==> src/rtl/sequenciador_fases.sv <==
`default_nettype none
// ============================================================================
// Module      : sequenciador_fases
// Description : Three-phase (moer/aquecer/despejar) sequencer driving one
//               shared contador_m timebase. Optional macro
//               SEQUENCIADOR_PAUSA_EN adds a `pausar` input.
// Revision    : 1.0 - initial release
// ============================================================================
module sequenciador_fases #(
    parameter int W = 8
) (
    input  logic         clock,
    input  logic         reset,
    input  logic         iniciar,
    input  logic         cancelar,
    input  logic [W-1:0] dur_moer,
    input  logic [W-1:0] dur_aquecer,
    input  logic [W-1:0] dur_despejar,
    input  logic         fim_contador,
`ifdef SEQUENCIADOR_PAUSA_EN
    input  logic         pausar,
`endif
    output logic         zera_contador,
    output logic         conta_contador,
    output logic         fase_moer,
    output logic         fase_aquecer,
    output logic         fase_despejar,
    output logic         ocupado,
    output logic         pronto,
    output logic [3:0]   db_estado
);

    typedef enum logic [3:0] {
        INICIAL  = 4'd0,
        ZERA1    = 4'd1,
        MOER     = 4'd2,
        ZERA2    = 4'd3,
        AQUECER  = 4'd4,
        ZERA3    = 4'd5,
        DESPEJAR = 4'd6,
        FINAL    = 4'd7,
        CANCELA  = 4'd8
    } estado_t;

    localparam logic [W-1:0] c_um   = {{(W-1){1'b0}}, 1'b1};
    localparam logic [W-1:0] c_zero = '0;

    estado_t        r_estado;
    logic [W-1:0]   r_fase_cnt;
    logic [W-1:0]   r_dur_moer;
    logic [W-1:0]   r_dur_aquecer;
    logic [W-1:0]   r_dur_despejar;
    logic           r_zera;
    logic           r_conta;
    logic           r_moer;
    logic           r_aquecer;
    logic           r_despejar;
    logic           r_ocupado;
    logic           r_pronto;

    estado_t        w_prox;
    estado_t        w_saida;
    logic [W-1:0]   w_prox_cnt;
    logic [W-1:0]   w_dur;
    logic [W-1:0]   w_prox_dur;
    logic           w_ultimo;
    logic           w_pausa;

`ifdef SEQUENCIADOR_PAUSA_EN
    assign w_pausa = pausar;
`else
    assign w_pausa = 1'b0;
`endif

    always_comb begin
        w_dur   = c_zero;
        w_saida = INICIAL;
        case (r_estado)
            MOER:     begin w_dur = r_dur_moer;     w_saida = ZERA2;    end
            AQUECER:  begin w_dur = r_dur_aquecer;  w_saida = ZERA3;    end
            DESPEJAR: begin w_dur = r_dur_despejar; w_saida = FINAL;    end
            default:  begin w_dur = c_zero;         w_saida = INICIAL;  end
        endcase
    end

    // A zero-length phase spends one idle cycle; otherwise leave on the D-th fim.
    assign w_ultimo = (w_dur == c_zero) ||
                      (fim_contador && (r_fase_cnt == (w_dur - c_um)));

    always_comb begin
        w_prox     = r_estado;
        w_prox_cnt = r_fase_cnt;
        case (r_estado)
            INICIAL: begin
                if (iniciar && !cancelar) begin
                    w_prox = ZERA1;
                end
            end
            ZERA1: begin
                w_prox     = MOER;
                w_prox_cnt = c_zero;
            end
            ZERA2: begin
                w_prox     = AQUECER;
                w_prox_cnt = c_zero;
            end
            ZERA3: begin
                w_prox     = DESPEJAR;
                w_prox_cnt = c_zero;
            end
            MOER, AQUECER, DESPEJAR: begin
                if (!w_pausa) begin
                    if (w_ultimo) begin
                        w_prox = w_saida;
                    end else if (fim_contador) begin
                        w_prox_cnt = r_fase_cnt + c_um;
                    end
                end
            end
            FINAL:   w_prox = INICIAL;
            CANCELA: w_prox = INICIAL;
            default: w_prox = INICIAL;
        endcase

        // Abort beats every other transition, including a phase exit.
        if (cancelar && (r_estado != INICIAL) && (r_estado != CANCELA) &&
            (r_estado <= FINAL)) begin
            w_prox = CANCELA;
        end
    end

    always_comb begin
        case (w_prox)
            MOER:     w_prox_dur = r_dur_moer;
            AQUECER:  w_prox_dur = r_dur_aquecer;
            DESPEJAR: w_prox_dur = r_dur_despejar;
            default:  w_prox_dur = c_zero;
        endcase
    end

    // Outputs are decoded from the next state so they line up with r_estado.
    always_ff @(posedge clock) begin
        if (reset) begin
            r_estado       <= INICIAL;
            r_fase_cnt     <= c_zero;
            r_dur_moer     <= c_zero;
            r_dur_aquecer  <= c_zero;
            r_dur_despejar <= c_zero;
            r_zera         <= 1'b0;
            r_conta        <= 1'b0;
            r_moer         <= 1'b0;
            r_aquecer      <= 1'b0;
            r_despejar     <= 1'b0;
            r_ocupado      <= 1'b0;
            r_pronto       <= 1'b0;
        end else begin
            r_estado   <= w_prox;
            r_fase_cnt <= w_prox_cnt;
            if ((r_estado == INICIAL) && (w_prox == ZERA1)) begin
                r_dur_moer     <= dur_moer;
                r_dur_aquecer  <= dur_aquecer;
                r_dur_despejar <= dur_despejar;
            end
            r_zera     <= (w_prox == ZERA1) || (w_prox == ZERA2) || (w_prox == ZERA3) ||
                          (w_prox == FINAL) || (w_prox == CANCELA);
            r_conta    <= ((w_prox == MOER) || (w_prox == AQUECER) || (w_prox == DESPEJAR)) &&
                          (w_prox_dur != c_zero);
            r_moer     <= (w_prox == MOER);
            r_aquecer  <= (w_prox == AQUECER);
            r_despejar <= (w_prox == DESPEJAR);
            r_ocupado  <= (w_prox != INICIAL);
            r_pronto   <= (w_prox == FINAL);
        end
    end

    assign zera_contador  = r_zera;
    assign conta_contador = r_conta & ~w_pausa;
    assign fase_moer      = r_moer;
    assign fase_aquecer   = r_aquecer;
    assign fase_despejar  = r_despejar;
    assign ocupado        = r_ocupado;
    assign pronto         = r_pronto;
    assign db_estado      = r_estado;

endmodule
`default_nettype wire

==> config.mk <==
export PLATFORM = sky130hd
export DESIGN_NAME = sequenciador_fases
export DESIGN_NICKNAME = d
export VERILOG_FILES = /design/src/rtl/sequenciador_fases.sv
export SDC_FILE = /design/constraint.sdc
export NUM_CORES = 1
export LEC_CHECK = 0
export ABC_AREA = 0
export ABC_CLOCK_PERIOD_IN_PS = 3850
export CAP_MARGIN = 20
export CORE_ASPECT_RATIO = 1.2
export CORE_MARGIN = 10
export CORE_UTILIZATION = 50
export CTS_CLUSTER_SIZE = 28
export DETAILED_ROUTE_END_ITERATION = 8
export GPL_ROUTABILITY_DRIVEN = 1
export PLACE_DENSITY_LB_ADDON = 0.3
export SLEW_MARGIN = 10
export SYNTH_ARGS = -nofsm -noshare
export SYNTH_HDL_FRONTEND = slang
export SYNTH_SLANG_ARGS = --single-unit
export TNS_END_PERCENT = 5
==> constraint.sdc <==
create_clock -name clock -period 3.85 [get_ports clock]
set_input_delay 0.385 -clock clock [delete_from_list [all_inputs] [get_ports clock]]
set_output_delay 0.385 -clock clock [all_outputs]
set_load 0.03 [all_outputs]
Yosys cells after proc, flatten, opt, wreduce, memory -nomap -nowiden
Index checks and enable logic that the tools add are counted.
- flip-flop bits (word level): 43
- input port bits: 29
- output and inout port bits: 11
- word-level logic and storage cells: 67
- add/sub/neg operators: 2
- order comparisons: 1
- eq/ne operators: 18
- multiplexer cells: 10
- reductions and logical operators: 24
- operator list (kind ; count):
    $pmux 8 s3 ; 2
    $eq 4x3->1 const B ; 7
    $pmux 4 s5 ; 1
    $eq 4x2->1 const B ; 4
    $mux 8 ; 2
    $pmux 8 s2 ; 1
    $mux 4 ; 3
    $pmux 3 s3 ; 1
    $add 8x1->8 const B ; 1
    $eq 4x1->1 const B ; 2
    $eq 8x8->1 ; 1
    $logic_not 8->1 ; 1
    $reduce_bool 4->1 ; 2
    $reduce_bool 8->1 ; 1
    $sub 8x1->8 const B ; 1
    $logic_and 1x1->1 ; 7
    $logic_or 1x1->1 ; 7
    $reduce_or 3->1 ; 2
    $eq 4x4->1 const B ; 1
    $le 4x3->1 const B ; 1
    $logic_not 4->1 ; 1
    $ne 2x2->1 const B ; 2
    $ne 4x4->1 const B ; 1
    $reduce_and 3->1 ; 1
    2 further kinds ; 2

Longest topological paths before layout
- depth in word-level cells: 14
- depth in mapped cells: 15
- gate-level depth less buffers: 12

Least setup slack after synthesis
No wires, ideal clock.
- path kind: register to register
- from: register r_estado[1] (netlist: db_estado[1])
- to: register r_moer (netlist: fase_moer)
- setup time: 135 ps
- arrival: 3105 ps
- slack: 610 ps
- stages on the path, launching flop included: 15
- path buffers: 3
- period minus slack after synthesis: 3240 ps
- cell sequence: dfxtp_1 > buf_4 > nor2b_2 > buf_6 > a22oi_2 > nand2b_1 > ha_1 > inv_1 > a221oi_2 > xnor3_1 > or3b_1 > a221oi_2 > buf_6 > o21ai_0 > nor4b_1
- longest elaborated chain between the ends: 10
- RTL lines (what ; line ; RTL):
    start, declared ; 48 ; estado_t r_estado;
    start signal, assigned ; 157 ; r_estado <= w_prox;
    $eq 4x3->1 / $eq 4x2->1 (equally long branches) ; 78, 93 ;
    $pmux 8 s3 ; 78 ; case (r_estado)
    $sub 8x1->8 ; 88 ; (fim_contador && (r_fase_cnt == (w_dur - c_um)));
    $eq 8x8->1 ; 88 ;
    $logic_and 1x1->1 ; 88 ;
    $logic_or 1x1->1 ; 87 ; assign w_ultimo = (w_dur == c_zero) ||
    $mux 4 ; 113 ; if (w_ultimo) begin
    $pmux 4 s5 ; 93 ; case (r_estado)
    $mux 4 (*) ; 126 ; if (cancelar && (r_estado != INICIAL) && (r_estado != CANCELA) &&
    $eq 4x2->1 (*) ; 168 ; r_moer <= (w_prox == MOER);
    end signal, assigned ; 168 ;
    end, declared ; 55 ; logic r_moer;
Every way passes the cells marked *; elsewhere a longest branch is shown, timed or not.
A chain may end at the register's enable or synchronous reset.

Worst setup path after layout
- from: register r_estado[2] (netlist: db_estado[2])
- to: register r_conta (netlist: conta_contador)
- longest elaborated chain between the ends: 13
- RTL lines (what ; line ; RTL):
    $eq 4x3->1 / $eq 4x2->1 (equally long branches) ; 78, 93 ;
    $pmux 8 s3 ; 78 ;
    $sub 8x1->8 ; 88 ;
    $eq 8x8->1 ; 88 ;
    $logic_and 1x1->1 ; 88 ;
    $logic_or 1x1->1 ; 87 ;
    $mux 4 ; 113 ;
    $pmux 4 s5 ; 93 ;
    $mux 4 (*) ; 126 ;
    $eq 4x3->1 / $eq 4x2->1 (equally long branches) ; 133, 166 ;
    $pmux 8 s3 / $logic_or 1x1->1 (equally long branches) ; 133, 166 ;
    $reduce_bool 8->1 / $logic_or 1x1->1 (equally long branches) ; 167, 166 ;
    $logic_and 1x1->1 (*) ; 166 ; r_conta <= ((w_prox == MOER) || (w_prox == AQUECER) || (w_prox == DESPEJAR)) &&
    end signal, assigned ; 166 ;
    end, declared ; 54 ; logic r_conta;
Marks and branches as above.

==> flow_summary.json <==
{
  "netlist_area_um2": 2499,
  "drive_gt1_share_pct": 10.75,
  "ant_nets": 0,
  "drt_first_pass_iters": 4,
  "yosysTopAreaCell": "dfxtp_1",
  "syn_avg_cell_area_um2": 8.274,
  "use_met1_pct": 16.63,
  "die_y_um": 97.44,
  "max_clock_freq_mhz": 308.9,
  "period_needed_ps": 3237,
  "synth_seq_area_share_pct": 34.45,
  "crit_type": "flip-flop to flip-flop",
  "outcome": "completed",
  "synthesis.nets": 334,
  "drt_iter0_markers": 113,
  "grt_util_all_layers_pct": 13.82,
  "slew_viol_final": 0,
  "grt-ovfl-total": 0,
  "cp_max_fo": 21,
  "antenna_found_initial": 0,
  "cts_setup_buffers": 0,
  "cp.required_ps": 4040,
  "num_rows": 28,
  "tritoncts.num_buffers": 5,
  "clock-sinks": 43,
  "tightest_slew_ps": 1005,
  "start_util_pct": 50.94,
  "synth_top_area_share_pct": 34.45,
  "drc_errors": 0,
  "grt_pass1_vias": 2114,
  "grt_first_pass_wirelength_um": 9867,
  "finalWeightedCongestion": 0.8527,
  "synth_area_leaders": "dfxtp_1, nand2_1, a21oi_1",
  "slew_headroom_pct": 32.82,
  "finalSetupTns_ps": 0,
  "io_pins": 40,
  "fill_cells": 456,
  "cts_hold_buf": 0,
  "synth_flop_cell": "dfxtp_1",
  "yosysUniqueCellTypes": 60,
  "dp_hpwl_um": 4386,
  "die_x_um": 84.53,
  "arrival_ps": 3430,
  "cts_tree": "yes",
  "powerDensity_nw_per_um2": 295.7,
  "path_clk_slew_ps": 80,
  "wl_um": 5857,
  "startpoint_type": "flip-flop",
  "cts_buffer_depth": 2,
  "min_period_over_period_pct": 84.08,
  "wire_per_inst_um": 14.83,
  "power_leakage_nw": 1.065,
  "syn_inst": 302,
  "grtUsageMet2_pct": 22.98,
  "busiest_layer": "met2",
  "cts_resized": 0,
  "synth_edf_count": 0,
  "rsz0062_at_grt": "false",
  "hold_viol": 0,
  "yosysWarningCount": 0,
  "via_per_inst": 5.739,
  "antenna_cells": 0,
  "vias": 2267,
  "drv_cap": 0,
  "hp-class": "flip-flop to flip-flop",
  "grtUsageMet3_pct": 3.943,
  "htreeDepth": 2,
  "fp.dieArea_um2": 8237,
  "hold_ws_ps": 474.5,
  "finalClockSkew_ps": 9.326,
  "portBuffers": 39,
  "area_delta_synth_final_pct": 19.58,
  "setup_viol": 0,
  "ir_worst_vdd_mv": 0.2424,
  "cp-end-kind": "flip-flop",
  "cts_root_buf": "clkbuf_8",
  "nNetsFinal": 367,
  "worstSkewPairLatency_ps": 300,
  "grt_max_degree": 33,
  "core_um2": 4905,
  "synthArstFlopShare_pct": 0,
  "synth-seq-cells": 43
}
cells by family (layout without fill, tap and decap cells):
family | Yosys count | after routing | synth area share, %
adders and majority gates | 3 | 3 | 1.502
xor gates and xnor gates | 9 | 9 | 3.705
DFF | 43 | 43 | 34.45
buffers and inverters | 21 | 54 | 4.306
and+or+nand+nor | 134 | 134 | 25.89
AOI/OAI and AO/OA | 76 | 76 | 22.89
muxes | 16 | 16 | 7.261
critical path, stage by stage (launching register included):
cell	delay, ps
dfxtp_1	360
buf_4	270
mux2_4	340
a22o_1	190
nand2_1	90
ha_1	180
inv_1	60
a221oi_2	260
xnor3_1	270
or3b_1	360
a221oi_2	240
buf_4	230
o32a_1	190
o2bb2ai_1	80
metal layers:
layer	share of wire, %	vias to the layer above
met5	0	-
met4	1.3	0
met3	4.8	6
met2	48	46
met1	46	1071
li1	-	1144
synthesized netlist by cell type (all sizes together) (2+ instances only):
| cell | instances |
|---|---|
| or3 | 3 |
| nand2b | 11 |
| mux2i | 8 |
| xnor2 | 4 |
| clkbuf | 11 |
| a211oi | 9 |
| nor4 | 5 |
| and2 | 3 |
| nor2 | 15 |
| mux2 | 8 |
| or4 | 2 |
| nor3 | 3 |
| inv | 3 |
| dfxtp | 43 |
| ha | 3 |
| or2 | 2 |
| nand3 | 6 |
| nor4b | 4 |
| o21ai | 8 |
| nor3b | 2 |
| nand2 | 70 |
| buf | 7 |
| xor2 | 4 |
| a21oi | 32 |
| o2bb2ai | 2 |
| a22oi | 9 |
| a221oi | 2 |
| nor2b | 4 |
cell usage in the layout (no fill, tap or decap), types with 4 or more instances in the layout:
cell type and n:
nand3_1 6, nor2_1 15, o21ai_0 6, nor4_1 5, xnor2_1 4, mux2i_1 8
a22oi_1 4, a21oi_1 32, nand2b_1 11, dfxtp_1 43, mux2_2 4, a22oi_2 4
clkdlybuf4s50_1 39, xor2_1 4, nand2_1 70, buf_4 5, clkbuf_8 5, a211oi_1 8
state kept, by name, summed over array words and instances, names as in the netlist:
signal          count
fase_aquecer        1
conta_contador      1
fase_despejar       1
pronto              1
zera_contador       1
fase_moer           1
ocupado             1
r_fase_cnt          8
r_dur_aquecer       8
r_dur_moer          8
r_dur_despejar      8
db_estado           4
metrics by stage:
step	worst slack [ps]	utilization (%)	total power [mW]	instance area (um^2)	std cells
after global routing	362.0	60.92	0.9193	2988	395
after global placement	711.5	59.23	0.6131	2905	388
after floorplan	609.8	-	0.5609	2499	302
after CTS	630.7	60.92	0.8905	2988	395
final	612.8	60.92	0.8834	2988	395
after detailed placement	642.2	59.23	0.6153	2905	388
final timing paths:
| path | startpoint | end | slack, ps | depth (start not counted) |
|---|---|---|---|---|
| worst max-delay path | db_estado[2] | conta_contador | 610 | 13 |
| worst min-delay path | r_dur_aquecer[7] | r_dur_aquecer[7] | 470 | 2 |
| worst min register to register | r_dur_aquecer[7] | r_dur_aquecer[7] | 470 | 2 |
| worst max register to register | db_estado[2] | conta_contador | 610 | 13 |
layout make-up:
cell class	count	area, um^2	share of cell area (%)
inverter	3	11.26	0.3769
timing repair buffer	44	427.9	14.32
clock inverter	2	13.76	0.4606
sequential	43	860.8	28.81
multi-input combinational	238	1530	51.21
clock buffer	5	68.82	2.303
tap	60	75.07	2.513
report_power, final:
group	internal [mW]	switching (mW)	total (mW)
clock network	0.124	0.154	0.278
logic	0.0609	0.0682	0.129
registers	0.461	0.0153	0.476
total	0.646	0.238	0.883
Note: power is estimated with default switching activity, not from simulation.
